`config.mk`:
```
export PLATFORM = sky130hd
export DESIGN_NAME = sram_1rw1r_ctrl
export DESIGN_NICKNAME = d
export VERILOG_FILES = /design/src/rtl/sram_1rw1r_ctrl.sv
export SDC_FILE = /design/constraint.sdc
export NUM_CORES = 1
export LEC_CHECK = 0
export ABC_AREA = 1
export CORE_AREA = 2 2 108 110
export DETAILED_ROUTE_END_ITERATION = 8
export DIE_AREA = 0 0 110 112
export PLACE_DENSITY_LB_ADDON = 0.1
export SYNTH_ARGS = -nofsm -noshare
export SYNTH_HDL_FRONTEND = slang
export SYNTH_SLANG_ARGS = --single-unit
```
`constraint.sdc`:
```
create_clock -name wb_clk_i -period 6.2 [get_ports wb_clk_i]
set_clock_uncertainty 0.2 [all_clocks]
set_input_delay 0.93 -clock wb_clk_i [delete_from_list [all_inputs] [get_ports wb_clk_i]]
set_output_delay 0.93 -clock wb_clk_i [all_outputs]
set_load 0.005 [all_outputs]
```
`src/rtl/sram_1rw1r_ctrl.sv`:
```
// sram_1rw1r_ctrl: Wishbone-to-OpenRAM 1RW1R controller with burst reader.
// Optional burst reader on port 1 is enabled by `define SRAM_CTRL_RDBURST_EN.
//
// Ports:
//   wb_clk_i, wb_rst_i    clock (also SRAM clk0/clk1), async active-high reset
//   wbs_*                 Wishbone classic slave port
//   csb0_o .. dout0_i     SRAM port 0 (RW), all outputs registered
//   csb1_o, addr1_o,
//   dout1_i               SRAM port 1 (R), outputs registered
//   rd_start_i, rd_addr_i,
//   rd_len_i              burst request (one-cycle start pulse)
//   rd_data_o, rd_valid_o,
//   rd_ready_i, rd_busy_o burst stream out (valid/ready) and busy flag

module sram_1rw1r_ctrl #(
    parameter int ADDR_WIDTH = 8,
    parameter int DATA_WIDTH = 32,
    parameter int NUM_WMASKS = 4
) (
    input  logic                  wb_clk_i,
    input  logic                  wb_rst_i,
    input  logic                  wbs_cyc_i,
    input  logic                  wbs_stb_i,
    input  logic                  wbs_we_i,
    input  logic [NUM_WMASKS-1:0] wbs_sel_i,
    input  logic [31:0]           wbs_adr_i,
    input  logic [DATA_WIDTH-1:0] wbs_dat_i,
    output logic                  wbs_ack_o,
    output logic [DATA_WIDTH-1:0] wbs_dat_o,
    output logic                  csb0_o,
    output logic                  web0_o,
    output logic [NUM_WMASKS-1:0] wmask0_o,
    output logic [ADDR_WIDTH-1:0] addr0_o,
    output logic [DATA_WIDTH-1:0] din0_o,
    input  logic [DATA_WIDTH-1:0] dout0_i,
    output logic                  csb1_o,
    output logic [ADDR_WIDTH-1:0] addr1_o,
    input  logic [DATA_WIDTH-1:0] dout1_i,
    input  logic                  rd_start_i,
    input  logic [ADDR_WIDTH-1:0] rd_addr_i,
    input  logic [ADDR_WIDTH:0]   rd_len_i,
    output logic [DATA_WIDTH-1:0] rd_data_o,
    output logic                  rd_valid_o,
    input  logic                  rd_ready_i,
    output logic                  rd_busy_o
);

    typedef enum logic [1:0] {
        IDLE,
        ISSUE,
        CAPTURE,
        ACK
    } state_t;

    state_t state;
    logic   req;
    logic   wr_issue;

    assign req = wbs_cyc_i & wbs_stb_i;

    // Port 0 registers a write on this edge; port 1 must stay quiet.
    assign wr_issue = (state == IDLE) & req & wbs_we_i;

    logic unused_adr;
    assign unused_adr = ^{wbs_adr_i[31:ADDR_WIDTH+2], wbs_adr_i[1:0]};

    // ------------------------------------------------------------------
    // Port 0: Wishbone transaction FSM
    // ------------------------------------------------------------------
    always_ff @(posedge wb_clk_i or posedge wb_rst_i) begin
        if (wb_rst_i) begin
            state     <= IDLE;
            csb0_o    <= 1'b1;
            web0_o    <= 1'b1;
            wmask0_o  <= '0;
            addr0_o   <= '0;
            din0_o    <= '0;
            wbs_ack_o <= 1'b0;
            wbs_dat_o <= '0;
        end else begin
            unique case (state)
                IDLE: begin
                    if (req) begin
                        csb0_o   <= 1'b0;
                        web0_o   <= ~wbs_we_i;
                        addr0_o  <= wbs_adr_i[ADDR_WIDTH+1:2];
                        din0_o   <= wbs_dat_i;
                        wmask0_o <= wbs_we_i ? wbs_sel_i : '0;
                        state    <= ISSUE;
                    end
                end
                ISSUE: begin
                    csb0_o <= 1'b1;
                    if (!web0_o) begin
                        // Ack only if the master is still in the cycle.
                        wbs_ack_o <= wbs_cyc_i;
                        state     <= ACK;
                    end else begin
                        state <= CAPTURE;
                    end
                end
                CAPTURE: begin
                    // dout0 is valid from the previous negedge until now.
                    wbs_dat_o <= dout0_i;
                    wbs_ack_o <= wbs_cyc_i;
                    state     <= ACK;
                end
                ACK: begin
                    wbs_ack_o <= 1'b0;
                    state     <= IDLE;
                end
                default: state <= IDLE;
            endcase
        end
    end

`ifdef SRAM_CTRL_RDBURST_EN
    // ------------------------------------------------------------------
    // Port 1: burst reader with 4-entry return FIFO
    // ------------------------------------------------------------------
    localparam logic [ADDR_WIDTH-1:0] ONE_A = 1;
    localparam logic [ADDR_WIDTH:0]   ONE_R = 1;

    logic [ADDR_WIDTH-1:0] next_addr;
    logic [ADDR_WIDTH:0]   remaining;
    logic                  busy;
    logic                  s1;
    logic                  s2;
    logic [DATA_WIDTH-1:0] fifo [4];
    logic [1:0]            wr_ptr;
    logic [1:0]            rd_ptr;
    logic [2:0]            count;
    logic [2:0]            pending;
    logic                  issue;
    logic                  pop;
    logic                  last;

    // s1: read sampled by macro at the coming edge.
    // s2: read data valid, captured at the coming edge.
    assign s1      = ~csb1_o;
    assign pending = count + {2'b00, s1} + {2'b00, s2};

    // Reserve FIFO space for every read in flight so nothing is dropped.
    assign issue = busy && (remaining != '0)
                   && (pending < 3'd4) && !wr_issue;

    assign pop  = (count != 3'd0) && rd_ready_i;
    assign last = pop && (count == 3'd1) && (remaining == '0)
                  && !s1 && !s2;

    always_ff @(posedge wb_clk_i or posedge wb_rst_i) begin
        if (wb_rst_i) begin
            csb1_o    <= 1'b1;
            addr1_o   <= '0;
            next_addr <= '0;
            remaining <= '0;
            busy      <= 1'b0;
            s2        <= 1'b0;
            wr_ptr    <= '0;
            rd_ptr    <= '0;
            count     <= '0;
            for (int i = 0; i < 4; i++) fifo[i] <= '0;
        end else begin
            if (issue) begin
                csb1_o    <= 1'b0;
                addr1_o   <= next_addr;
                next_addr <= next_addr + ONE_A;
                remaining <= remaining - ONE_R;
            end else begin
                csb1_o <= 1'b1;
            end

            s2 <= s1;

            if (s2) begin
                fifo[wr_ptr] <= dout1_i;
                wr_ptr       <= wr_ptr + 2'd1;
            end
            if (pop) rd_ptr <= rd_ptr + 2'd1;

            unique case ({s2, pop})
                2'b10:   count <= count + 3'd1;
                2'b01:   count <= count - 3'd1;
                default: count <= count;
            endcase

            if (!busy) begin
                if (rd_start_i && (rd_len_i != '0)) begin
                    busy      <= 1'b1;
                    next_addr <= rd_addr_i;
                    remaining <= rd_len_i;
                end
            end else if (last) begin
                busy <= 1'b0;
            end
        end
    end

    assign rd_data_o  = fifo[rd_ptr];
    assign rd_valid_o = (count != 3'd0);
    assign rd_busy_o  = busy;
`else
    assign csb1_o     = 1'b1;
    assign addr1_o    = '0;
    assign rd_data_o  = '0;
    assign rd_valid_o = 1'b0;
    assign rd_busy_o  = 1'b0;

    logic unused_rd;
    assign unused_rd = ^{rd_start_i, rd_addr_i, rd_len_i,
                         dout1_i, rd_ready_i, wr_issue};
`endif

endmodule

```
==> impl_summary.txt, run 1 <==
----------------------------------------------------
[Run status]
  Status ... complete, no violations

[Critical path]
  Cells on worst reg2reg path ... 3
  Number of buffer and inverter stages on the critical path ... 1
  Type of destination of the critical path ... primary output
  Critical Path Fanout Max ... 4
  Slowest cell on the critical path ... sky130_fd_sc_hd__dfstp_2
  Critical setup path kind ... reg2out
  Worst path cell trace ... clkdlybuf4s50_1
  Endpoint of the lowest-slack register-to-register path ... wbs_dat_o[18]$_DFFE_PP0N_
  Data required time at the worst endpoint ... 5.07 ns
  Arrival time worst endpoint ... 1.40 ns
  Delay of the slowest critical-path stage ... 0.55 ns
  Startpoint types ... flop
  Slack of the worst reg-to-reg path ... 4.15 ns
  Critical path depth in cells ... 1
  Reg-to-Reg Start ... state[0]$_DFFE_PP0P_
  Category of cells accounting for the largest share of critical-path delay ... flip-flops

[Route]
  Post-detailed-routing wire length ... 8290 um
  Remaining antenna violation count after routing ... 0
  Final routed DRC violation total ... 0
  Vias ... 2804
  Starting DRT DRC Count ... 121
  Routed via count divided by cell count ... 3.98
  Routed length per placed instance ... 11.8 um
  First drt pass iteration count ... 5

[Synthesis]
  Async set-reset flop share out of synthesis ... 100%
  Top cells by area in the synthesized netlist ... sky130_fd_sc_hd__dfrtp_1 56%, sky130_fd_sc_hd__nand2_1 19%, sky130_fd_sc_hd__buf_4 9.8%
  Gate count of the mapped netlist ... 403
  Top cell types by occurrence after synthesis ... 176 x sky130_fd_sc_hd__nand2_1, 79 x sky130_fd_sc_hd__dfrtp_1, 46 x sky130_fd_sc_hd__buf_4, 38 x sky130_fd_sc_hd__inv_1, 34 x sky130_fd_sc_hd__o21ai_0
  Number of enable-type register cells in the synthesized netlist ... 0
  Seq/Total Area, Yosys ... 57.6%
  Post-synth top area share ... 56.1%
  Count of unique library cells instantiated by Yosys ... 14
  Register bit count reported by yosys ... 81
  Top cell type by total area after synthesis ... sky130_fd_sc_hd__dfrtp_1
  Synth warnings ... 0
  Most frequently used flop master after synthesis ... sky130_fd_sc_hd__dfrtp_1
  Netlist area before placement ... 3530 um2
  Post-synthesis area per instance ... 8.75 um2
  Most instantiated library cell after synthesis ... sky130_fd_sc_hd__nand2_1

[Layout]
  Final cell count without fillers ... 705
  Register cell area after layout ... 2030 um2
  Diode insertion count for antenna repair ... 0
  Filler cell count in the final layout ... 1103
  Net count reported at finish ... 718
  Synthesis-to-finish area growth ... 52.6%
  Layout cell share with drive strength beyond 1 ... 4.27%
  Area of the multi-input gates ... 1100 um2

[Floorplan]
  Placeable core region ... 11200 um2
  Vert. Die Dim ... 112 um
  Chip width ... 110 um
  Initial cell density of the core ... 31.6%
  Number of placement rows ... 39
  Total die area ... 12300 um2
  Number of ports placed on the die boundary ... 278

[Clock tree]
  Clock network latency to the later pin of the worst-skew pair ... 0.32 ns
  Sinks on Clock Net ... 81
  Clock transition at path regs ... 0.06 ns
  CTS Hold Bufs ... 0
  TritonCTS buffer count ... 9
  Number of H-tree levels ... 3
  Buffer levels on the longest clock path ... 2
  Clock tree from TritonCTS ... done
  Clock Root Buffer ... sky130_fd_sc_hd__clkbuf_16
  Count of cells resized by post-cts repair ... 0
  Post-CTS setup buffer count ... 0

[Pwr]
  Pleak ... 2.60 nW
  Proportion of total power due to net switching ... 30.2%
  Pwr/cell area ... 458 nW/um2
  Int Pwr ... 1.72 mW
  Post-route total power ... 2.46 mW
  Peak supply drop ... 0.171 mV
  Combinational share of power ... 40.4%
  Part of the total power dissipated in the clock network ... 22.2%
  Net load switching power ... 0.744 mW
  Part of the total power dissipated in sequential elements ... 37.4%

[GRT]
  Maximum number of pins on one net before global-route repair ... 65
  Wire length of the first global-routing pass ... 13200 um
  Number of global-route vias before repair ... 2737
  Met2 track demand over resource ... 19.3%
  Met1 track utilization from global routing ... 17.8%
  Antenna violations before repair ... 0
  Gr busiest metal ... met2
  Overall routing resource usage ... 13.6%
  Grt ovf ... 0
  Met3 routing resource usage after global routing ... 7.49%

[STA]
  Period utilisation layout ... 40.9%
  Final Max Slew Viols ... 0
  Count of endpoints failing setup in the final report ... 0
  Setup TNS after final layout ... 0 ns
  Worst-Margin Slew ... 0.981 ns
  Post-layout minimum cycle time ... 2.53 ns
  Slew margin rel. ... 34.6%
  Max Clock Freq ... 394 MHz
  Unrepaired setup endpoints after global routing ... no
  Hold violation count in the final report ... 0

[Worst hold path]
  Worst min-delay path startpoint ... csb0_o$_DFFE_PP1P_
  Number of instances on the worst hold path ... 2
  Classification of the worst-slack hold path ... reg2reg
  Hold Path End ... csb0_o$_DFFE_PP1P_

[Placed design]
  # placed instances ... 689
  Detail Placement HPWL ... 5790 um
  IO buf count ... 159
  Weighted congestion reported at the end of routability-driven placement ... 0.677

[Flow run]
  Reported max-cap violation count ... 0

----------------------------------------------------
layout by cell type, fill, tap and decap left out:
| cell type | n |
|---|---|
| sky130_fd_sc_hd__clkinvlp_4 | 2 |
| sky130_fd_sc_hd__conb_1 | 43 |
| sky130_fd_sc_hd__nand2_1 | 176 |
| sky130_fd_sc_hd__ha_2 | 1 |
| sky130_fd_sc_hd__nand3_2 | 1 |
| sky130_fd_sc_hd__ha_1 | 4 |
| sky130_fd_sc_hd__o21bai_1 | 1 |
| sky130_fd_sc_hd__inv_2 | 1 |
| sky130_fd_sc_hd__dfrtp_1 | 79 |
| sky130_fd_sc_hd__inv_1 | 37 |
| sky130_fd_sc_hd__clkinv_2 | 2 |
| sky130_fd_sc_hd__dfstp_2 | 2 |
| sky130_fd_sc_hd__o21ai_1 | 5 |
| sky130_fd_sc_hd__buf_4 | 2 |
| sky130_fd_sc_hd__clkbuf_16 | 9 |
| sky130_fd_sc_hd__o21ai_0 | 34 |
| sky130_fd_sc_hd__clkdlybuf4s50_1 | 159 |
| sky130_fd_sc_hd__bufinv_16 | 1 |
| sky130_fd_sc_hd__clkbuf_8 | 3 |
power groups by stage:
| stage | combinational [mW] | sequential, mW | clock (mW) |
|---|---|---|---|
| after floorplan | 0.377 | 0.945 | 0 |
| after detailed placement | 1.01 | 0.925 | 0 |
| after global routing | 1.12 | 0.955 | 0.595 |
| after CTS | 1.01 | 0.925 | 0.566 |
| final | 0.994 | 0.921 | 0.546 |
| after global placement | 1.00 | 0.919 | 0 |
registers in the layout, indices dropped and copies added, names as in the netlist:
register,cells
wmask0_o,4
wbs_dat_o,32
csb0_o,1
addr0_o,8
din0_o,32
web0_o,1
state,2
wbs_ack_o,1
kinds of logic (layout without fill, tap and decap cells):
logic type | after synthesis | count (layout) | share of synthesized area, %
DFF | 81 | 81 | 57.6
adders and majority gates | 5 | 5 | 1.77
and+or+nand+nor | 177 | 177 | 19.0
AOI/OAI and AO/OA | 40 | 40 | 5.75
buffers and inverters | 98 | 216 | 15.7
other | 2 | 43 | 0.213
worst max path at each step:
stage / start / to / slack (ns)
after global routing: web0_o$_DFFE_PP1P_ / web0_o / 3.60
after detailed placement: wb_rst_i / din0_o[2]$_DFFE_PP0P_ / 3.53
after floorplan: wb_rst_i / addr0_o[0]$_DFFE_PP0P_ / 2.99
after CTS: web0_o$_DFFE_PP1P_ / web0_o / 3.64
after global placement: wb_rst_i / din0_o[2]$_DFFE_PP0P_ / 3.53
final: web0_o$_DFFE_PP1P_ / web0_o / 3.67
cell type report:
type,instances,area share [%]
sequential,81,37.7
clock buffer,12,4.95
multi-input combinational,265,20.4
tap,143,3.33
clock inverter,4,0.930
timing repair buffer,161,29.9
inverter,39,2.74
stage by stage:
stage	utilization, %	cell area, um2	setup WS [ns]	hold slack (ns)
2_1_floorplan	-	3680	2.99	0.256
3_3_place_gp	45.3	5060	3.53	0.262
3_5_place_dp	45.3	5060	3.53	0.264
4_1_cts	48.1	5380	3.64	0.278
5_1_grt	48.1	5380	3.60	0.290
6_report	48.1	5380	3.67	0.276
metal layers:
| metal | part of all wire [%] | wire length [um] |
|---|---|---|
| met5 | 0 | 0 |
| met4 | 0.88 | 73 |
| met3 | 14 | 1140 |
| met2 | 42 | 3440 |
| met1 | 44 | 3640 |
Note: power is estimated with default switching activity, not from simulation.
==> run 2: changes to the inputs <==
Settings changed: CORE_AREA 2 2 108 110 to default, CORE_MARGIN from default to 2, CORE_UTILIZATION from default to 33, DIE_AREA 0 0 110 112 to default.
Clock period 6.2 ns to 2.6 ns, I/O delays scaled along.
==> run 2 against run 1 <==
Against the previous run:
- final cell count down 0.57%
- worst hold slack worse by 0.20 ns
- first-iteration DRC count up 12%
- total power up 120%
- largest power group unchanged
- via count up 0.18%
- die area down 6.4%
- routed wire length up 0.98%
- register-to-register slack worse by 3.4 ns
==> impl_summary.txt, run 2 (synthesis results as in run 1) <==
----------------------------------------------------
[GRT]
  Grt ovf ... 0 (unchanged)
  Overall routing resource usage ... 14.4% (was 13.6%)
  Number of global-route vias before repair ... 2674 (was 2737)
  Antenna violations before repair ... 0 (unchanged)
  Wire length of the first global-routing pass ... 13100 um (was 13200 um)
  Maximum number of pins on one net before global-route repair ... 65 (unchanged)

[Critical path]
  Worst path cell trace ... clkdlybuf4s50_1 (unchanged)
  Type of destination of the critical path ... primary output (unchanged)
  Slowest cell on the critical path ... sky130_fd_sc_hd__dfstp_2 (unchanged)
  Critical path depth in cells ... 1 (unchanged)
  Category of cells accounting for the largest share of critical-path delay ... flip-flops (unchanged)
  Arrival time worst endpoint ... 1.42 ns (was 1.40 ns)
  Startpoint types ... flop (unchanged)
  Delay of the slowest critical-path stage ... 0.56 ns (was 0.55 ns)
  Data required time at the worst endpoint ... 2.01 ns (was 5.07 ns)
  Critical Path Fanout Max ... 4 (unchanged)
  Cells on worst reg2reg path ... 6 (was 3)
  Critical setup path kind ... reg2out (unchanged)
  Number of buffer and inverter stages on the critical path ... 1 (unchanged)

[Layout]
  Util after Layout ... 50.9% (was 48.1%)
  Leading cell types in the layout, fill and taps excluded ... 176 x sky130_fd_sc_hd__nand2_1, 159 x sky130_fd_sc_hd__clkdlybuf4s50_1, 79 x sky130_fd_sc_hd__dfrtp_1 (unchanged)
  Diode insertion count for antenna repair ... 0 (unchanged)
  Layout cell share with drive strength beyond 1 ... 4.42% (was 4.27%)
  Synthesis-to-finish area growth ... 49.7% (was 52.6%)
  Biggest regs ... din0_o (32), wbs_dat_o (32), addr0_o (8) (unchanged)
  Net count reported at finish ... 721 (was 718)
  Leading cell type in the layout, fill and taps excluded ... sky130_fd_sc_hd__nand2_1 (unchanged)

[Clock tree]
  Count of cells resized by post-cts repair ... 0 (unchanged)
  CTS Hold Bufs ... 0 (unchanged)
  Sinks on Clock Net ... 81 (unchanged)
  Number of H-tree levels ... 3 (unchanged)
  TritonCTS buffer count ... 9 (unchanged)
  Clock Root Buffer ... sky130_fd_sc_hd__clkbuf_8 (was sky130_fd_sc_hd__clkbuf_16)
  Post-CTS setup buffer count ... 0 (unchanged)
  Buffer levels on the longest clock path ... 2 (unchanged)
  Clock transition at path regs ... 0.09 ns (was 0.06 ns)
  Clock network latency to the later pin of the worst-skew pair ... 0.34 ns (was 0.32 ns)
  Clock tree from TritonCTS ... done (unchanged)

[Route]
  Remaining antenna violation count after routing ... 0 (unchanged)
  Routed length per placed instance ... 11.9 um (was 11.8 um)
  Starting DRT DRC Count ... 136 (was 121)
  Post-detailed-routing wire length ... 8370 um (was 8290 um)
  Routed via count divided by cell count ... 4.01 (was 3.98)
  Final routed DRC violation total ... 0 (unchanged)
  First drt pass iteration count ... 4 (was 5)
  Vias ... 2809 (was 2804)

[Placed design]
  Detail Placement HPWL ... 5840 um (was 5790 um)
  IO buf count ... 159 (unchanged)
  Weighted congestion reported at the end of routability-driven placement ... 0.729 (was 0.677)

[STA]
  Count of endpoints failing setup in the final report ... 0 (unchanged)
  Worst-Margin Slew ... 0.540 ns (was 0.981 ns)
  Slew margin rel. ... 64.0% (was 34.6%)
  Max Clock Freq ... 498 MHz
  Setup TNS after final layout ... 0 ns (unchanged)
  Hold violation count in the final report ... 0 (unchanged)
  Worst hold slack ... 0.0786 ns (was 0.276 ns)
  Post-layout minimum cycle time ... 2.01 ns
  Final Max Slew Viols ... 0 (unchanged)
  Period utilisation layout ... 77.2%
  Unrepaired setup endpoints after global routing ... no (unchanged)

[Pwr]
  Pleak ... 2.56 nW (was 2.60 nW)
  Peak supply drop ... 0.431 mV (was 0.171 mV)
  Pwr/cell area ... 1040 nW/um2 (was 458 nW/um2)

[Floorplan]
  Number of ports placed on the die boundary ... 278 (unchanged)
  Total die area ... 11500 um2 (was 12300 um2)
  Vert. Die Dim ... 107 um (was 112 um)
  Initial cell density of the core ... 34.0% (was 31.6%)
  Number of placement rows ... 37 (was 39)
  Placeable core region ... 10400 um2 (was 11200 um2)
  Chip width ... 107 um (was 110 um)

[Flow run]
  Reported max-cap violation count ... 0 (unchanged)

[Run status]
  Status ... complete, no violations (unchanged)

[Worst hold path]
  Classification of the worst-slack hold path ... in2async (was reg2reg)

----------------------------------------------------
==> run 2: cell count changes in the layout (fill, tap and decap cells not counted), sizes merged <==
cell | previous run | this run
buf | 2 | 5
clkbuf | 12 | 11
clkinv | 2 | 3
==> run 2: final cells by class <==
| type | instances | area, um2 |
|---|---|---|
| clock buffers | 11 | 131 |
| clock inverters | 5 | 56.3 |
| fillers | 1011 | 5090 |
| inverters | 39 | 150 |
| multi-input cells | 265 | 1100 |
| flip-flops and latches | 81 | 2030 |
| well taps | 136 | 170 |
| repair buffers | 164 | 1640 |
==> run 2: routing by layer <==
metal	vias up	track usage [%]	share of wire [%]
met5	-	0	0
met4	0	4.12	0.85
met3	5	7.32	13
met2	126	20.2	41
met1	1246	19.6	45
li1	1432	-	-
==> run 2: worst paths after layout <==
| check | start | endpoint | slack (ns) |
|---|---|---|---|
| worst max-delay path | web0_o$_DFFE_PP1P_ | web0_o | 0.59 |
| worst min-delay path | wb_rst_i | wbs_dat_o[24]$_DFFE_PP0N_ | 0.08 |
| worst max register to register | state[0]$_DFFE_PP0P_ | din0_o[28]$_DFFE_PP0P_ | 0.78 |
| worst min register to register | csb0_o$_DFFE_PP1P_ | csb0_o$_DFFE_PP1P_ | 0.27 |
| max in group asynchronous | wb_rst_i | csb0_o$_DFFE_PP1P_ | 1.45 |
| min in group wb_clk_i | csb0_o$_DFFE_PP1P_ | csb0_o$_DFFE_PP1P_ | 0.27 |
==> run 2: where the power goes <==
group	total [mW]	internal [mW]	switching (mW)
clock network	0.894	0.444	0.451
logic	2.38	1.40	0.976
registers	2.19	1.87	0.317
==> run 2: stage by stage <==
step	setup slack, ns	instance area, um2	power (mW)	std cells
2_1_floorplan	1.09	3680	3.15	444
3_3_place_gp	0.702	5090	4.58	685
3_5_place_dp	0.686	5090	4.63	685
4_1_cts	0.554	5280	5.57	701
5_1_grt	0.536	5280	5.95	701
6_report	0.592	5280	5.46	701
==> run 3: changes to the inputs <==
Clock period 2.6 ns to 1.9 ns, I/O delays scaled along.
==> run 3 against run 2 <==
Against the previous run:
- sequential power is 37% higher
- first-iteration DRC count is 18% higher
- worst hold slack better by 0.078 ns
- global-route usage is 0.18 points higher
- core utilization is 0.86 points higher
- sequential share of layout area is 0.64 points lower
- design area is 1.7% higher
- critical path depth stayed put
- clock-buffer cell count stayed put
- die area stayed put
- total power is 42% higher
- register-to-register slack worse by 0.55 ns
==> impl_summary.txt, run 3 (synthesis results as in run 1) <==
----------------------------------------------------
[Critical path]
  Launch point of the critical path ... addr0_o[6]$_DFFE_PP0P_ (was web0_o$_DFFE_PP1P_)
  Critical setup path kind ... reg2out (unchanged)
  Startpoint types ... flop (unchanged)
  Cells on worst reg2reg path ... 7 (was 6)
  Category of cells accounting for the largest share of critical-path delay ... buffers and inverters (was flip-flops)
  Worst path cell trace ... clkdlybuf4s50_1 (unchanged)
  Reg-to-Reg Start ... state[0]$_DFFE_PP0P_ (unchanged)
  Endpoint of the lowest-slack register-to-register path ... addr0_o[2]$_DFFE_PP0P_ (was din0_o[28]$_DFFE_PP0P_)
  Number of buffer and inverter stages on the critical path ... 1 (unchanged)
  Slack of the worst reg-to-reg path ... 0.23 ns (was 0.78 ns)
  Arrival time worst endpoint ... 1.24 ns (was 1.42 ns)
  Type of destination of the critical path ... primary output (unchanged)
  Delay of the slowest critical-path stage ... 0.53 ns (was 0.56 ns)
  Slowest cell on the critical path ... sky130_fd_sc_hd__clkdlybuf4s50_1 (was sky130_fd_sc_hd__dfstp_2)
  Data required time at the worst endpoint ... 1.41 ns (was 2.01 ns)
  Critical Path Fanout Max ... 2 (was 4)

[Worst hold path]
  Classification of the worst-slack hold path ... in2async (unchanged)

[Run status]
  Status ... complete, no violations (unchanged)

[Pwr]
  Pwr/cell area ... 1450 nW/um2 (was 1040 nW/um2)
  Pleak ... 2.60 nW (was 2.56 nW)
  Peak supply drop ... 0.640 mV (was 0.431 mV)
  Post-route total power ... 7.77 mW (was 5.46 mW)

[Placed design]
  Pre-CTS setup slack ... 0.119 ns (was 0.686 ns)
  Detail Placement HPWL ... 5770 um (was 5840 um)
  IO buf count ... 159 (unchanged)
  Weighted congestion reported at the end of routability-driven placement ... 0.687 (was 0.729)

[Clock tree]
  Number of H-tree levels ... 3 (unchanged)
  TritonCTS buffer count ... 9 (unchanged)
  Clock Root Buffer ... sky130_fd_sc_hd__clkbuf_8 (unchanged)
  Buffer levels on the longest clock path ... 2 (unchanged)
  Clock tree from TritonCTS ... done (unchanged)
  CTS Hold Bufs ... 0 (unchanged)
  Clock network latency to the later pin of the worst-skew pair ... 0.34 ns (about the same)
  Sinks on Clock Net ... 81 (unchanged)
  Clock transition at path regs ... 0.08 ns (was 0.09 ns)
  Post-CTS setup buffer count ... 0 (unchanged)

[Route]
  Routed via count divided by cell count ... 4.09 (was 4.01)
  Starting DRT DRC Count ... 161 (was 136)
  Routed length per placed instance ... 11.6 um (was 11.9 um)
  Remaining antenna violation count after routing ... 0 (unchanged)
  First drt pass iteration count ... 6 (was 4)
  Final routed DRC violation total ... 0 (unchanged)
  Vias ... 2876 (was 2809)
  Post-detailed-routing wire length ... 8130 um (was 8370 um)

[Floorplan]
  Chip width ... 107 um (unchanged)
  Number of ports placed on the die boundary ... 278 (unchanged)
  Vert. Die Dim ... 107 um (unchanged)
  Number of placement rows ... 37 (unchanged)
  Initial cell density of the core ... 34.0% (unchanged)
  Placeable core region ... 10400 um2 (unchanged)
  Total die area ... 11500 um2 (unchanged)

[STA]
  Max Clock Freq ... 579 MHz
  Worst hold slack ... 0.157 ns (was 0.0786 ns)
  Count of endpoints failing setup in the final report ... 0 (unchanged)
  Final Max Slew Viols ... 0 (unchanged)
  Min setup slack post-route ... 0.172 ns (was 0.592 ns)
  Unrepaired setup endpoints after global routing ... no (unchanged)
  Setup TNS after final layout ... 0 ns (unchanged)
  Period utilisation layout ... 90.9%
  Post-layout minimum cycle time ... 1.73 ns
  Hold violation count in the final report ... 0 (unchanged)

[Layout]
  Synthesis-to-finish area growth ... 52.2% (was 49.7%)
  Biggest regs ... din0_o (32), wbs_dat_o (32), addr0_o (8) (unchanged)
  Net count reported at finish ... 723 (was 721)
  Leading cell types in the layout, fill and taps excluded ... 176 x sky130_fd_sc_hd__nand2_1, 157 x sky130_fd_sc_hd__clkdlybuf4s50_1, 79 x sky130_fd_sc_hd__dfrtp_1 (was 176 x sky130_fd_sc_hd__nand2_1, 159 x sky130_fd_sc_hd__clkdlybuf4s50_1, 79 x sky130_fd_sc_hd__dfrtp_1)
  Util after Layout ... 51.8% (was 50.9%)
  Leading cell type in the layout, fill and taps excluded ... sky130_fd_sc_hd__nand2_1 (unchanged)
  Diode insertion count for antenna repair ... 0 (unchanged)
  Layout cell share with drive strength beyond 1 ... 4.76% (was 4.42%)

[GRT]
  Antenna violations before repair ... 0 (unchanged)
  Overall routing resource usage ... 14.6% (was 14.4%)
  Maximum number of pins on one net before global-route repair ... 65 (unchanged)
  Grt ovf ... 0 (unchanged)
  Number of global-route vias before repair ... 2834 (was 2674)
  Wire length of the first global-routing pass ... 13300 um (was 13100 um)

[Flow run]
  Reported max-cap violation count ... 0 (unchanged)

----------------------------------------------------
==> run 3: cell count changes in the layout (fill, tap and decap cells not counted), sizes merged <==
cell,before,now
buf,5,7
bufinv,1,3
clkdlybuf4s50,159,157
clkinv,3,2
clkinvlp,2,1
dlygate4sd2,0,2
==> run 3: metal layers <==
layer | vias to the layer above | GRT usage, % | wire length, um | share of wire (%)
met2 | 136 | 21.1 | 3380 | 42
met5 | - | 0 | 0 | 0
met4 | 0 | 4.95 | 116 | 1.4
met3 | 10 | 7.02 | 1030 | 13
met1 | 1297 | 19.2 | 3600 | 44
li1 | 1433 | - | - | -
==> run 3: what timing repair did <==
item	4_1_cts	5_1_grt
pin swaps	0	0
gates cloned	0	0
gates resized for setup	2	1
endpoints found under the setup margin	2	32
==> run 3: area by class of cell <==
cell class                 count  area, um2
tap                          136        170
sequential                    81       2030
inverter                      39        150
clock inverter                 5        104
clock buffer                  11        131
multi-input combinational    265       1100
fill                        1011       5000
timing repair buffer         166       1680
==> run 3: per-stage QoR <==
step / cell area [um2] / instances
after floorplan: 3680 / 444
after global placement: 5130 / 687
after detailed placement: 5130 / 687
after CTS: 5360 / 703
after global routing: 5370 / 703
final: 5370 / 703
==> run 3: worst max path at each step <==
stage	cells after the start	to	slack, ns
floorplan	6	din0_o[14]$_DFFE_PP0P_	0.42
global placement	5	wmask0_o[0]$_DFFE_PP0P_	0.15
detailed placement	6	din0_o[24]$_DFFE_PP0P_	0.12
CTS	6	din0_o[24]$_DFFE_PP0P_	0.11
global route	7	addr0_o[7]$_DFFE_PP0P_	0.03
finish	1	addr0_o[6]	0.17
==> run 3: power breakdown <==
| part | switching (mW) | internal (mW) | total (mW) |
|---|---|---|---|
| logic | 1.33 | 1.95 | 3.28 |
| registers | 0.436 | 2.56 | 3.00 |
| clock network | 0.614 | 0.875 | 1.49 |
| total | 2.38 | 5.39 | 7.77 |
